--- src/rtl/exe_stage.sv ---
// Execute stage: operand forwarding, ALU, branch/jump resolution and the
// EXE/MEM pipeline register. Redirect and target are combinational so the
// fetch stage can act in the same cycle the branch is resolved.
module exe_stage (
    input  logic         clk,
    input  logic         clr,
    input  logic [162:0] in,
    input  logic         stall,
    input  logic         flush,
    input  logic         mem_regwrite,
    input  logic [4:0]   mem_rd,
    input  logic [31:0]  mem_alu,
    input  logic         wb_regwrite,
    input  logic [4:0]   wb_rd,
    input  logic [31:0]  wb_data,
    output logic [71:0]  out,
    output logic         redirect,
    output logic [31:0]  target
);

    logic        regwrite;
    logic        memtoreg;
    logic        memwrite;
    logic        branch_eq;
    logic        jump;
    logic        alusrc;
    logic        regdst;
    logic [2:0]  aluc;
    logic [4:0]  rt;
    logic [4:0]  rd;
    logic [15:0] imm;
    logic [31:0] qa;
    logic [31:0] qb;
    logic [31:0] pc4;
    logic [25:0] adr;
    logic [4:0]  rs;

    assign regwrite  = in[0];
    assign memtoreg  = in[1];
    assign memwrite  = in[2];
    assign branch_eq = in[3];
    assign jump      = in[4];
    assign alusrc    = in[5];
    assign regdst    = in[6];
    assign aluc      = in[9:7];
    assign rt        = in[14:10];
    assign rd        = in[19:15];
    assign imm       = in[35:20];
    assign qa        = in[67:36];
    assign qb        = in[99:68];
    assign pc4       = in[131:100];
    assign adr       = in[157:132];
    assign rs        = in[162:158];

    logic [31:0] op_a;
    logic [31:0] op_bf;
    logic [31:0] simm;
    logic [31:0] alu_b;
    logic [31:0] alu_res;
    logic [4:0]  write_reg;
    logic        branch_taken;

    assign simm      = {{16{imm[15]}}, imm};
    assign write_reg = regdst ? rd : rt;

    // Forwarding: MEM holds the newer value so it beats WB; $0 never forwards.
    always_comb begin
        op_a = qa;
        if (mem_regwrite && (mem_rd != 5'd0) && (mem_rd == rs))
            op_a = mem_alu;
        else if (wb_regwrite && (wb_rd != 5'd0) && (wb_rd == rs))
            op_a = wb_data;

        op_bf = qb;
        if (mem_regwrite && (mem_rd != 5'd0) && (mem_rd == rt))
            op_bf = mem_alu;
        else if (wb_regwrite && (wb_rd != 5'd0) && (wb_rd == rt))
            op_bf = wb_data;
    end

    // ALU: add/sub wrap silently, slt is a signed compare, 110 is a lui-style shift.
    always_comb begin
        alu_b = alusrc ? simm : op_bf;
        case (aluc)
            3'b000:  alu_res = op_a + alu_b;
            3'b001:  alu_res = op_a - alu_b;
            3'b010:  alu_res = op_a & alu_b;
            3'b011:  alu_res = op_a | alu_b;
            3'b100:  alu_res = op_a ^ alu_b;
            3'b101:  alu_res = ($signed(op_a) < $signed(alu_b)) ? 32'd1 : 32'd0;
            3'b110:  alu_res = {alu_b[15:0], 16'h0000};
            default: alu_res = ~(op_a | alu_b);
        endcase
    end

    // Branch compares forwarded operands regardless of ALUSrc; jump wins over branch.
    always_comb begin
        branch_taken = branch_eq && (op_a == op_bf);
        redirect     = (branch_taken || jump) && !stall && !clr;
        target       = 32'd0;
        if (redirect) begin
            if (jump)
                target = {pc4[31:28], adr, 2'b00};
            else
                target = pc4 + {simm[29:0], 2'b00};
        end
    end

    // EXE/MEM register: clear beats flush beats stall beats load.
    always_ff @(posedge clk) begin
        if (clr || flush)
            out <= '0;
        else if (!stall)
            out <= {op_bf, alu_res, write_reg, memwrite, memtoreg, regwrite};
    end

endmodule

--- config.mk ---
export PLATFORM = sky130hd
export DESIGN_NAME = exe_stage
export DESIGN_NICKNAME = d
export VERILOG_FILES = /design/src/rtl/exe_stage.sv
export SDC_FILE = /design/constraint.sdc
export NUM_CORES = 1
export LEC_CHECK = 0
export ABC_CLOCK_PERIOD_IN_PS = 12900
export CORE_MARGIN = 3
export CORE_UTILIZATION = 50
export CTS_BUF_LIST = sky130_fd_sc_hd__clkbuf_4
export CTS_CLUSTER_DIAMETER = 30
export DETAILED_ROUTE_END_ITERATION = 6
export GPL_TIMING_DRIVEN = 0
export HOLD_SLACK_MARGIN = 0.1
export PLACE_DENSITY = 0.82
export SLEW_MARGIN = 25
export SYNTH_ARGS = -nofsm -noshare
export SYNTH_HDL_FRONTEND = slang
export SYNTH_SLANG_ARGS = --single-unit
--- constraint.sdc ---
create_clock -name clk -period 12.9 [get_ports clk]
set_clock_uncertainty 0.15 [all_clocks]
set_input_delay 1.935 -clock clk [delete_from_list [all_inputs] [get_ports clk]]
set_output_delay 1.935 -clock clk [all_outputs]
set_load 0.02 [all_outputs]
==> results of run 1 <==
[worst max-delay path by stage]
stage / startpoint / end / slack [ns] / cells after the start
final: wb_rd[1] / target[22] / 3.85 / 15
after CTS: wb_rd[4] / target[22] / 3.96 / 15
after floorplan: mem_rd[1] / out[39] / 5.77 / 23
after global routing: mem_rd[1] / out[39] / 3.53 / 23
after global placement: mem_rd[1] / out[39] / 3.69 / 24
after detailed placement: mem_rd[2] / out[39] / 3.63 / 24
[Yosys cell counts (7+ instances only)]
| master | instances | share of area (%) |
|---|---|---|
| clkbuf_1 | 88 | 2.5 |
| mux2i_1 | 118 | 9.1 |
| buf_2 | 10 | 0.39 |
| nor3_1 | 37 | 1.4 |
| a22oi_1 | 15 | 0.87 |
| nand3_1 | 24 | 0.92 |
| nor4_1 | 14 | 0.67 |
| ha_1 | 126 | 12 |
| o21a_1 | 33 | 1.9 |
| buf_6 | 8 | 0.69 |
| nand2b_1 | 13 | 0.63 |
| o21bai_1 | 17 | 0.98 |
| nand4_1 | 13 | 0.63 |
| dfxtp_1 | 72 | 11 |
| a21oi_1 | 199 | 7.7 |
| o22ai_1 | 8 | 0.39 |
| o21ai_1 | 8 | 0.31 |
| a21o_1 | 19 | 1.1 |
| o211ai_1 | 18 | 1.0 |
| nor2_2 | 25 | 1.2 |
| a32o_1 | 7 | 0.54 |
| nor2_1 | 231 | 6.7 |
| xnor2_1 | 84 | 5.7 |
| buf_1 | 18 | 0.52 |
| a221oi_1 | 32 | 2.2 |
| o21ai_0 | 85 | 3.3 |
| a31oi_1 | 23 | 1.1 |
| a221o_1 | 29 | 2.2 |
| xor2_1 | 18 | 1.2 |
| o31ai_1 | 10 | 0.58 |
| o221ai_1 | 25 | 1.7 |
| inv_1 | 110 | 3.2 |
| a211oi_1 | 20 | 1.2 |
| or3_1 | 11 | 0.53 |
| nand2_1 | 141 | 4.1 |
[power by group]
part	internal, mW	switching (mW)
sequential	0.232	0.00605
clock	0.0966	0.105
combinational	0.300	0.452
[logic make-up (layout without fill, tap and decap cells)]
family	after synthesis	in the layout	synth area share [%]
other	0	2	0
DFF	72	72	11.1
adders and majority gates	129	129	12.6
AOI/OAI and AO/OA	622	622	32.4
buffers and inverters	237	595	7.44
and+or+nand+nor	549	549	19.1
muxes	129	129	10.5
xor gates and xnor gates	102	102	6.88
[worst max-delay path, delay by kind of cell]
kind / cells / cell delay [ns]
compound gates: 3 / 1.16
buf+inv: 4 / 1.53
xor+xnor: 1 / 0.20
mux: 1 / 0.14
simple gates: 6 / 2.00
[layout make-up]
type,count,area (um^2)
inverter,112,420
multi-input combinational,1531,10600
antenna,2,5.00
fill,2213,8300
buffer,125,546
sequential,72,1440
timing repair buffer,343,3430
tap,330,413
clock inverter,6,109
clock buffer,9,67.6
[layer usage]
layer	vias to the layer above	wire length, um	global-route usage, %
met5	-	65	0
met4	8	4820	27.6
met3	311	7630	10.5
met2	1294	28600	69.1
met1	7783	23400	51.6
li1	7425	-	-
[stage by stage]
stage | cells | area, um^2 | utilization, % | hold slack, ns | power (mW)
global placement | 2513 | 16800 | 66.5 | 0.292 | 0.953
detailed placement | 2513 | 16800 | 66.5 | 0.304 | 0.963
global route | 2530 | 17000 | 67.2 | 0.362 | 1.25
CTS | 2528 | 17000 | 67.2 | 0.332 | 1.16
floorplan | 1840 | 13000 | - | 0.391 | 0.690
finish | 2530 | 17000 | 67.2 | 0.338 | 1.19
==> impl_metrics.yaml, run 1 <==
layout:
  drive_above_1_share_pct: 4.87
  syn_to_final_growth_pct: 31.1
  largest_reg_flops: 72
  nets: 2566
  final_cell_mix: "clkdlybuf4s50_1 (343), nor2_1 (231), a21oi_1 (199)"
  largestRegisters: "out (72)"
  top_register: "out"
  final_common_cell: "clkdlybuf4s50_1"
die:
  dieArea_um2: 28000
  start_util_pct: 51.3
  num_rows: 58
  ios: 348
  die_y_um: 167
  die_width_um: 167
  core_um2: 25300
yosys:
  synth.avg_cell_area_um2: 7.06
  yosysWarnings: 0
  syn_inst: 1840
  synth_nets: 2212
  ys_seq_area_share_pct: 11.1
  synthDistinctLibCells: 83
  yosys_most_used_dff: "dfxtp_1"
  syn_area_um2: 13000
  ys_ff_latch: 72
  synthArstFlopShare_pct: 0
  synth-edff-count: 0
run:
  maxCapViolations: 0
timing:
  tightestPinTransition_ns: 1.12
  grt_setup_unrepaired: "no"
  fin_crit_ns: 9.05
  setup_violations: 0
  fin_crit_sh_pct: 70.2
  setup_slack_ns: 3.85
  clock.fmax_mhz: 110
  relSlewSlack_pct: 25.0
  final_max_slew_viol_count: 0
  hold_viol_final: 0
  tns_ns: 0
detailed_routing:
  first_iter_violations: 2343
  vias: 16821
  dr.pass1.iters: 7
  ant_nets: 0
  routed_wirelength_mm: 64.5
  wire_per_inst_um: 25.5
  route.detailed.drc: 14
  viasPerCell: 6.65
setup_path:
  worstPathMaxFanout: 10
  critical_path.reg2reg.endpoint: "out[33]"
  worstPathArrival_ns: 6.97
  worstPathCellList: "clkdlybuf4s50_1 > or4_4 > o211ai_2 > nor2_4 > buf_4 > mux2i_1 > o21ai_0 > xnor2_1 > nor4_1 > nand3_1 > or4_1 > a21boi_4 > buf_6 > nor2_2 > clkdlybuf4s50_1"
  cp-end-kind: "output pin"
  critPathKind: "input port to output pin"
  required_ns: 10.81
  reg2reg_depth: 5
  path_common_cell: "clkdlybuf4s50_1"
  critPathLaunchType: "input port"
  slowest_stage: "o21ai_0"
  regToRegSetupSlack_ns: 11.33
  cpPeakStageDelay_ns: 0.72
  r2r_start: "out[33]"
power_and_ir_drop:
  ir_drop_v: 0.0000357
  p_per_area_nw_per_um2: 70.0
  p_leak_nw: 6.75
clock_network:
  worstSkewPairLatency_ns: 0.50
  cts_inserted_buffers: 9
  cts_buffer_depth: 2
  htreeDepth: 3
  clk_pin_slew_ns: 0.12
  cts_tree: "built"
  cts_sinks: 72
  postCtsSetupBuffers: 0
  ctsHoldBuffers: 0
  cts_resized: 0
  root_buffer: "clkbuf_4"
run_status:
  status: "complete, but fails checks"
  violations: "DRC"
global_route:
  overflow: 0
  grt.total_usage_pct: 43.1
  grt_max_degree: 18
  antenna_found_initial: 5
  grt_pass1_vias: 16183
  grt_pass1_wl_mm: 94.6
min_path:
  min-delay-start: "out[24]"
  hp-class: "flip-flop to flip-flop"
  min_to: "out[24]"
  min_path_cells: 2
place:
  place.gp.congestion: 1.05
  pre_cts_slack_ns: 3.63
  io_buffer_count: 343
  dp_hpwl_mm: 52.2
No activity file was read; power rests on OpenSTA's default activity.
==> run 2, diff against run 1 <==
- ABC_CLOCK_PERIOD_IN_PS: 12900 -> 7800
- CORE_UTILIZATION: 50 -> 47
- PLACE_DENSITY: 0.82 -> 0.81
- clock period: 12.9 -> 7.8 ns (I/O delays scaled with it)
==> run 2 against run 1 <==
  * The run still ends with DRC left
  * Register-to-register slack worse by 5.1 ns
  * Global-route usage decreased by 3.4 points
  * Sequential share of layout area about the same
  * Critical path type is now input port to flip-flop
  * Final cell count rose by 0.55%
  * Via count fell by 1.6%
  * Largest cell class unchanged
  * Combinational power is 64% higher
  * First-iteration DRC count decreased by 10%
==> impl_metrics.yaml, run 2 (synthesis results as in run 1) <==
run_status:
  status: "complete, but fails checks"
  violations: "DRC"
setup_path:
  reg2reg_depth: 5
  worstPathArrival_ns: 7.94
  worstPathMaxFanout: 10
  worstPathCellList: "clkdlybuf4s50_1 > or4_4 > o211ai_2 > or2_2 > buf_2 > buf_2 > buf_1 > clkbuf_2 > a21oi_1 > mux2i_2 > inv_1 > ha_1 > inv_1 > nor3_2 > nand3_1 > nor3_1 > a21oi_1 > a31oi_1 > a211o_1 > a21oi_1 > or4_1 > and3_1 > a211oi_1"
  critPathLaunchType: "input port"
  cpPeakStageDelay_ns: 0.57
  regToRegSetupSlack_ns: 6.27
  path_common_cell: "a21oi_1"
  slowest_stage: "or4_4"
  cp-end-kind: "flip-flop"
  required_ns: 8.05
  critical_path.reg2reg.endpoint: "out[33]"
  critPathKind: "input port to flip-flop"
  r2r_start: "out[33]"
timing:
  relSlewSlack_pct: 31.3
  hold_viol_final: 0
  tns_ns: 0
  grt_setup_unrepaired: "no"
  setup_violations: 0
  fin_crit_sh_pct: 98.6
  tightestPinTransition_ns: 1.00
  fin_crit_ns: 7.69
  final_max_slew_viol_count: 0
  clock.fmax_mhz: 130
  holdWs_ns: 0.327
  setup_slack_ns: 0.111
detailed_routing:
  first_iter_violations: 2102
  vias: 16550
  viasPerCell: 6.51
  wire_per_inst_um: 24.5
  dr.pass1.iters: 7
  ant_nets: 0
  route.detailed.drc: 1
  routed_wirelength_mm: 62.4
clock_network:
  root_buffer: "clkbuf_4"
  htreeDepth: 3
  cts_inserted_buffers: 9
  cts_buffer_depth: 2
  ctsHoldBuffers: 0
  postCtsSetupBuffers: 0
  worstSkewPairLatency_ns: 0.48
  cts_sinks: 72
  cts_tree: "built"
  cts_resized: 2
  clk_pin_slew_ns: 0.14
layout:
  largestRegisters: "out (72)"
  fin_cells: 2544
  nets: 2566
  final_common_cell: "clkdlybuf4s50_1"
  top_register: "out"
  syn_to_final_growth_pct: 31.1
  largest_reg_flops: 72
  finish.instance_area_um2: 17000
  fin_util_pct: 63.0
  final_cell_mix: "clkdlybuf4s50_1 (343), nor2_1 (231), a21oi_1 (199)"
  drive_above_1_share_pct: 5.23
  fillerInstances: 2536
power_and_ir_drop:
  switchingPower_mw: 0.906
  p_leak_nw: 6.74
  p_comb_share_pct: 65.4
  clockPowerShare_pct: 13.8
  p_per_area_nw_per_um2: 111
  seq_power_share_pct: 20.8
  switching_share_pct: 48.0
  finalPower_mw: 1.89
  ir_drop_v: 0.0000628
  intPower_mw: 0.982
place:
  dp_hpwl_mm: 51.2
  place_area_um2: 16900
  dpl.cell_count: 2524
  pre_cts_slack_ns: -0.674
  io_buffer_count: 343
  place.gp.congestion: 1.08
die:
  start_util_pct: 48.1
  num_rows: 60
  die_y_um: 172
  dieArea_um2: 29700
  die_width_um: 172
  ios: 348
  core_um2: 27000
global_route:
  grt.total_usage_pct: 39.7
  overflow: 0
  grt_pass1_wl_mm: 89.9
  grt_use_met1_pct: 49.9
  gr-usage-met3_pct: 8.02
  grt_max_degree: 18
  grt_pass1_vias: 15280
  antenna_found_initial: 3
  grt_busiest_layer: "met2"
  grt_util_met2_pct: 62.8
min_path:
  min-delay-start: "out[17]"
  min_to: "out[17]"
  min_path_cells: 2
  hp-class: "flip-flop to flip-flop"
run:
  maxCapViolations: 0
-- run 2: cell count changes in the layout (fill, tap and decap cells not counted), moves of 2 or more --
cell | before | now
clkbuf_2 | 0 | 3
clkbuf_4 | 9 | 11
diode_2 | 2 | 5
o41ai_1 | 3 | 1
bufinv_16 | 3 | 1
clkbuf_1 | 88 | 86
o41ai_2 | 0 | 2
mux2i_2 | 4 | 7
mux2i_1 | 118 | 115
-- run 2: worst max path at each step --
stage / startpoint / endpoint / slack [ns] / cells past startpoint
3_3_place_gp: mem_rd[1] / out[39] / -0.69 / 24
4_1_cts: mem_rd[1] / out[39] / 0.07 / 23
3_5_place_dp: mem_rd[1] / out[39] / -0.67 / 24
6_report: mem_rd[1] / out[39] / 0.11 / 23
2_1_floorplan: mem_rd[1] / out[39] / 1.44 / 23
5_1_grt: mem_rd[1] / out[27] / 0.01 / 22
-- run 2: cell type report --
type                       instances  area (um^2)  area share, %
inverter                         112          420           2.47
sequential                        72         1440           8.46
clock inverter                     4         46.3          0.272
antenna                            5         12.5         0.0734
clock buffer                      11         82.6          0.485
timing repair buffer             343         3430           20.2
buffer                           125          549           3.22
multi-input combinational       1531        10600           62.4
tap                              341          427           2.50
-- run 2: metal layers --
| metal | vias to the layer above | share of wire [%] |
|---|---|---|
| met2 | 1205 | 44 |
| li1 | 7425 | - |
| met3 | 256 | 11 |
| met1 | 7664 | 38 |
| met5 | - | 0 |
| met4 | 0 | 7.1 |
-- run 2: worst max-delay path, delay by kind of cell --
family | cells | cell delay (ns)
and+or+nand+nor | 7 | 2.12
buffers and inverters | 7 | 1.95
adders and majority gates | 1 | 0.43
muxes | 1 | 0.54
AOI/OAI and AO/OA | 7 | 1.71
-- run 2: power groups by stage --
| stage | registers (mW) | clock network (mW) | logic, mW |
|---|---|---|---|
| after floorplan | 0.417 | 0 | 0.725 |
| after global placement | 0.400 | 0 | 1.17 |
| after detailed placement | 0.401 | 0 | 1.18 |
| after CTS | 0.393 | 0.262 | 1.19 |
| after global routing | 0.395 | 0.277 | 1.31 |
| final | 0.393 | 0.261 | 1.23 |
